[src/rtl/spi_master_ctrl_if.sv]
// Host/SPI signal bundle for spi_master_ctrl.
// master: the sequencer side. slave: the host/peripheral side.
interface spi_master_ctrl_if #(
  parameter int DATA_WIDTH = 8
);
  logic                  start;
  logic                  cpol;
  logic                  cpha;
  logic [DATA_WIDTH-1:0] tx_data;
  logic                  miso;
  logic                  sclk;
  logic                  ss_n;
  logic                  reg_en;
  logic                  rs;
  logic                  mosi;
  logic [DATA_WIDTH-1:0] rx_data;
  logic                  busy;
  logic                  done;

  modport master (
    input  start, cpol, cpha, tx_data, miso,
    output sclk, ss_n, reg_en, rs, mosi,
    output rx_data, busy, done
  );

  modport slave (
    output start, cpol, cpha, tx_data, miso,
    input  sclk, ss_n, reg_en, rs, mosi,
    input  rx_data, busy, done
  );
endinterface

[src/rtl/spi_master_ctrl.sv]
// SPI master sequencer: one MSB-first transfer per start,
// all four CPOL/CPHA modes, SCLK = clk / (2*CLK_DIV).
module spi_master_ctrl #(
  parameter int DATA_WIDTH = 8,
  parameter int CLK_DIV    = 4
) (
  input  logic            clk,
  input  logic            reset,
  spi_master_ctrl_if.master bus
);
  localparam int DIV_W = (CLK_DIV > 1) ? $clog2(CLK_DIV) : 1;
  localparam int EDG_W = $clog2(2 * DATA_WIDTH + 1);
  localparam logic [DIV_W-1:0] DIV_TC = DIV_W'(CLK_DIV - 1);
  localparam logic [EDG_W-1:0] EDG_LAST = EDG_W'(2 * DATA_WIDTH - 1);

  typedef enum logic [2:0] {
    S_IDLE, S_SETUP, S_XFER, S_HOLD, S_DONE
  } state_t;

  state_t r_state;
  state_t w_next;

  logic [DIV_W-1:0]      r_div;
  logic [EDG_W-1:0]      r_edge;
  logic                  r_sclk;
  logic                  r_cpol;
  logic                  r_cpha;
  logic [DATA_WIDTH-1:0] r_tx;
  logic [DATA_WIDTH-1:0] r_rx;
  logic [DATA_WIDTH-1:0] r_rx_data;

  logic w_tc;
  logic w_tog;
  logic w_odd;
  logic w_last;
  logic w_first;
  logic w_cap;
  logic w_shift;
  logic w_accept;
  logic w_sclk;
  logic w_ss_n;
  logic w_reg_en;
  logic w_busy;
  logic w_done;

  assign w_tc     = (r_div == DIV_TC);
  assign w_tog    = (r_state == S_XFER) && w_tc;
  assign w_odd    = ~r_edge[0];
  assign w_last   = (r_edge == EDG_LAST);
  assign w_first  = (r_edge == '0);
  assign w_accept = (r_state == S_IDLE) && bus.start;

  // Toggle n = r_edge+1; odd toggles are leading edges.
  assign w_cap   = r_cpha ? ~w_odd : w_odd;
  assign w_shift = r_cpha ? (w_odd && !w_first)
                          : (!w_odd && !w_last);

  always_ff @(posedge clk or posedge reset) begin
    if (reset) r_state <= S_IDLE;
    else       r_state <= w_next;
  end

  always_comb begin
    w_next = r_state;
    unique case (r_state)
      S_IDLE:  if (bus.start) w_next = S_SETUP;
      S_SETUP: if (w_tc) w_next = S_XFER;
      S_XFER:  if (w_tc && w_last) w_next = S_HOLD;
      S_HOLD:  if (w_tc) w_next = S_DONE;
      S_DONE:  w_next = S_IDLE;
      default: w_next = S_IDLE;
    endcase
  end

  always_comb begin
    w_sclk   = r_cpol;
    w_ss_n   = 1'b1;
    w_reg_en = 1'b0;
    w_busy   = 1'b1;
    w_done   = 1'b0;
    unique case (r_state)
      S_IDLE:  w_busy = 1'b0;
      S_SETUP: w_ss_n = 1'b0;
      S_XFER: begin
        w_ss_n   = 1'b0;
        w_reg_en = 1'b1;
        w_sclk   = r_sclk;
      end
      S_HOLD:  w_ss_n = 1'b0;
      S_DONE:  w_done = 1'b1;
      default: w_busy = 1'b0;
    endcase
  end

  always_ff @(posedge clk or posedge reset) begin
    if (reset) begin
      r_div     <= '0;
      r_edge    <= '0;
      r_sclk    <= 1'b0;
      r_cpol    <= 1'b0;
      r_cpha    <= 1'b0;
      r_tx      <= '0;
      r_rx      <= '0;
      r_rx_data <= '0;
    end else begin
      if (r_state == S_IDLE || r_state == S_DONE || w_tc)
        r_div <= '0;
      else
        r_div <= r_div + DIV_W'(1);

      if (r_state == S_IDLE) begin
        r_edge <= '0;
        r_cpol <= bus.cpol;
        r_cpha <= bus.cpha;
      end else if (w_tog) begin
        r_edge <= r_edge + EDG_W'(1);
      end

      if (r_state == S_SETUP) r_sclk <= r_cpol;
      else if (w_tog)         r_sclk <= ~r_sclk;

      if (w_accept) begin
        r_tx <= bus.tx_data;
        r_rx <= '0;
      end else if (w_tog) begin
        if (w_shift) r_tx <= {r_tx[DATA_WIDTH-2:0], 1'b0};
        if (w_cap)   r_rx <= {r_rx[DATA_WIDTH-2:0], bus.miso};
      end

      if (r_state == S_HOLD && w_tc) r_rx_data <= r_rx;
    end
  end

  assign bus.sclk    = w_sclk;
  assign bus.ss_n    = w_ss_n;
  assign bus.reg_en  = w_reg_en;
  assign bus.busy    = w_busy;
  assign bus.done    = w_done;
  assign bus.rs      = ~(r_cpol ^ r_cpha);
  assign bus.mosi    = r_tx[DATA_WIDTH-1];
  assign bus.rx_data = r_rx_data;
endmodule

[src/flat_wrapper.sv]
// flat-port wrapper written by rule: the top's interface ports become plain ports
module spi_master_ctrl_flat 
#(
  parameter int DATA_WIDTH = 8,
  parameter int CLK_DIV    = 4
)
  (clk, reset, bus_start, bus_cpol, bus_cpha, bus_tx_data, bus_miso, bus_sclk, bus_ss_n, bus_reg_en, bus_rs, bus_mosi, bus_rx_data, bus_busy, bus_done);
  spi_master_ctrl_if #(.DATA_WIDTH(DATA_WIDTH)) bus_i ();
  input  logic clk;
  input  logic reset;
  input wire logic [$bits(bus_i.start)-1:0] bus_start;
  input wire logic [$bits(bus_i.cpol)-1:0] bus_cpol;
  input wire logic [$bits(bus_i.cpha)-1:0] bus_cpha;
  input wire logic [$bits(bus_i.tx_data)-1:0] bus_tx_data;
  input wire logic [$bits(bus_i.miso)-1:0] bus_miso;
  output wire logic [$bits(bus_i.sclk)-1:0] bus_sclk;
  output wire logic [$bits(bus_i.ss_n)-1:0] bus_ss_n;
  output wire logic [$bits(bus_i.reg_en)-1:0] bus_reg_en;
  output wire logic [$bits(bus_i.rs)-1:0] bus_rs;
  output wire logic [$bits(bus_i.mosi)-1:0] bus_mosi;
  output wire logic [$bits(bus_i.rx_data)-1:0] bus_rx_data;
  output wire logic [$bits(bus_i.busy)-1:0] bus_busy;
  output wire logic [$bits(bus_i.done)-1:0] bus_done;
  assign bus_i.start = bus_start;
  assign bus_i.cpol = bus_cpol;
  assign bus_i.cpha = bus_cpha;
  assign bus_i.tx_data = bus_tx_data;
  assign bus_i.miso = bus_miso;
  assign bus_sclk = bus_i.sclk;
  assign bus_ss_n = bus_i.ss_n;
  assign bus_reg_en = bus_i.reg_en;
  assign bus_rs = bus_i.rs;
  assign bus_mosi = bus_i.mosi;
  assign bus_rx_data = bus_i.rx_data;
  assign bus_busy = bus_i.busy;
  assign bus_done = bus_i.done;
  spi_master_ctrl #(.DATA_WIDTH(DATA_WIDTH), .CLK_DIV(CLK_DIV)) u_core (.clk(clk), .reset(reset), .bus(bus_i));
endmodule
[config.mk]
export PLATFORM = sky130hd
export DESIGN_NAME = spi_master_ctrl_flat
export DESIGN_NICKNAME = d
export VERILOG_FILES = /design/src/rtl/spi_master_ctrl_if.sv /design/src/rtl/spi_master_ctrl.sv /design/src/flat_wrapper.sv
export SDC_FILE = /design/constraint.sdc
export NUM_CORES = 1
export LEC_CHECK = 0
export BUFFER_PORTS_ARGS = -buffer_cell sky130_fd_sc_hd__buf_4
export CAP_MARGIN = 20
export CORE_MARGIN = 4
export CORE_UTILIZATION = 45
export CTS_CLUSTER_DIAMETER = 40
export DETAILED_ROUTE_END_ITERATION = 6
export HOLD_SLACK_MARGIN = 0.06
export PLACE_DENSITY = 0.69
export SKIP_CTS_REPAIR_TIMING = 1
export SYNTH_ARGS = -nofsm -noshare
export SYNTH_HDL_FRONTEND = slang
export SYNTH_SLANG_ARGS = --single-unit
[constraint.sdc]
create_clock -name clk -period 3.25 [get_ports clk]
set_input_delay 0.1625 -clock clk [delete_from_list [all_inputs] [get_ports clk]]
set_output_delay 0.1625 -clock clk [all_outputs]
set_load 0.02 [all_outputs]
==> metrics <==
status finished clean; initial drt markers 140; Clock Skew 0.00696 ns; Setup TNS 0 ns; grt ovf 0; maximum VDD drop 0.380 mV; first-pass GRT wire length 5930 um; DRC viols 0; Wirelength per Cell 14.0 um; Synth Area in Simple Gates 16.8%; library cells used by synthesis 34; largest net degree at the start of global routing 28; Placer Congestion 0.841; Mapped Cells 166; syn nets 184; relative slew slack 51.0%; post-layout min period 2.21 ns; DRT antenna net count 0; Overall Global Routing Usage 14.7%; Worst EP required 3.41 ns; Int Power 1.15 mW; crit-path max cell delay 0.46 ns; Num CTS Buffers 5; number of global-route vias before repair 1267; # IOs 29; Comb pwr share 40.0%; Worst Reg-to-Reg Cells 6; Power Dens Cells 857 nW/um^2; post-synthesis adder-cell area fraction 2.83%; WP data arrival 2.37 ns; Reg-to-Reg Start u_core.r_edge[0]; initial antenna violation count 0; WP buf/inv 1; Die W 70.7 um; slowest cell on the critical path dfrtp_1; hold path depth 2; DR vias 1263; WL final 3430 um; nets 214; Sw Share 36.8%; CTS tree done; Reg clk slew, reported paths 0.07 ns; Leak 1.11 nW; TritonCTS Sinks 37; Synth warnings 0; clk buf depth 2; mux cell area share after synthesis 16.0%; Synth Register Bits 37; Post-synth EDFFs 0; critical-path maximum fanout 7; Final Cycle Share 68.0%; synthesis-to-finish area growth 20.5%; I/O Buffers 28; Initial Util 47.6%; reg-to-reg endpoint u_core.r_tx[1]; post-synthesis compound-gate area fraction 6.51%; DRT Pass-1 Iters 4; largest family of logic cells by synthesized area simple AND/OR/NAND/NOR gates; Worst-Skew Late Latency 0.28 ns; Max Clk Rate 453 MHz; DR vias/cell 5.18; Fillers 329; Tightest Pin Transition 0.735 ns; clk root buf clkbuf_8; Post-synth top flop dfrtp_1; Final Util 57.3%; Final Max Slew Viols 0; top cell family by delay on the critical path compound AO/OA/AOI/OAI gates; Min-Delay Endpoint u_core.r_tx[0]; Synth Area in XOR/XNOR 1.98%; max cap viols 0; core area 3720 um^2; startpoint types register; Synth Area per Inst 10.7 um^2; Hold Startpoint bus_tx_data[0]; CP cell instances inv_1 -> ha_1 -> or4b_1 -> a31o_1 -> a21oi_4 -> mux2_2; RSZ-0062 raised after global routing false; antenna cells 0; Clk pwr share 17.4%; Net Sw Power 672 uW; H-tree depth 2; Rows 22; ys async rst share 100%; Seq/Total Area, Yosys 52.4%; setup slack, reg-to-reg 1.04 ns; final setup violation count 0; Critical Path End Type register; Die Y 70.7 um; dpl hpwl 2530 um; Mapped Area 1770 um^2; Tightest Hold Check Type input pin to register; Sequential Power Share 42.6%; die area 5000 um^2; Fin. Hold Viols 0; critical path class register to register; fraction of layout cells with a size suffix above 1 30.1%
## through the flow
stage               power (mW)  area, um^2  std cells  hold WS (ns)  worst slack (ns)
finish                    1.83        2130        244         0.105              1.04
global route              1.96        2130        244         0.101             0.861
CTS                       1.83        2090        242         0.102              1.03
detailed placement        1.51        2010        235         0.399              1.05
global placement          1.48        2010        235         0.396              1.10
floorplan                 1.28        1770        166         0.302              1.24
## worst max path at each step
| stage | start | slack, ns | to | depth (start not counted) |
|---|---|---|---|---|
| global placement | u_core.r_edge[0] | 1.10 | u_core.r_tx[1] | 6 |
| global route | u_core.r_state[2] | 0.86 | u_core.r_tx[2] | 4 |
| detailed placement | u_core.r_state[2] | 1.05 | u_core.r_tx[2] | 4 |
| floorplan | u_core.r_edge[0] | 1.24 | u_core.r_tx[1] | 6 |
| finish | u_core.r_edge[0] | 1.04 | u_core.r_tx[1] | 6 |
| CTS | u_core.r_edge[0] | 1.03 | u_core.r_tx[2] | 6 |
## state kept, by name, summed over array words and instances, names as in the netlist
register	flops
u_core.r_sclk	1
u_core.r_cpha	1
u_core.r_rx	8
u_core.r_state	3
u_core.bus.rx_data	8
u_core.r_tx	8
u_core.r_cpol	1
u_core.r_div	2
u_core.r_edge	5
## cell usage after synthesis (2+ instances only)
master   number  area share, %
nand2_1      31            6.6
nor3b_1       3            1.3
buf_2         7            2.0
nand3_1       2           0.57
mux2_2       18             11
ha_1          4            2.8
dfrtp_1      37             52
inv_1         5            1.1
nor3_1        4            1.1
o21ai_0       7            2.0
nor2_1       14            3.0
a22o_1        2           0.99
xnor2_1       3            1.5
mux2i_1       8            4.5
and3_1        2           0.71
## layout by cell type, fill, tap and decap left out, types with 2 or more instances in the layout
master,netlist,layout
dfrtp_1,37,37
inv_1,5,5
ha_1,4,4
o21ai_0,7,7
nor2_1,14,14
buf_4,0,29
nand2_1,31,31
xnor2_1,3,3
a22o_1,2,2
nor3b_1,3,3
nor3_1,4,4
and3_1,2,2
mux2_2,18,18
mux2i_1,8,8
nand3_1,2,2
clkbuf_8,0,6
## power groups by stage
stage	registers [mW]	logic, mW	clock network [mW]
final	0.778	0.730	0.317
after floorplan	0.766	0.514	0
after global placement	0.770	0.708	0
after global routing	0.802	0.809	0.350
after detailed placement	0.782	0.733	0
after CTS	0.775	0.734	0.325
## cell type report
class	instances	area, um^2	share of cell area, %
clock buffer	7	86.3	4.05
inverter	6	22.5	1.06
multi-input combinational	115	781	36.6
sequential	37	926	43.5
tap	48	60.1	2.82
timing repair buffer	31	255	12.0
## cell families (layout without fill, tap and decap cells)
group / Yosys count / count (layout)
DFF: 37 / 37
adders and majority gates: 4 / 4
buffers and inverters: 14 / 44
and+or+nand+nor: 65 / 65
muxes: 26 / 26
AOI/OAI and AO/OA: 16 / 16
xor gates and xnor gates: 4 / 4
## metal layers
layer / track usage [%] / wire length (um) / vias up
met5: 0 / 0 / -
met4: 3.76 / 39 / 0
met3: 4.83 / 169 / 6
met2: 25.0 / 1740 / 37
met1: 18.0 / 1480 / 603
li1: - / - / 617
Power figures use the tool's default switching activity.
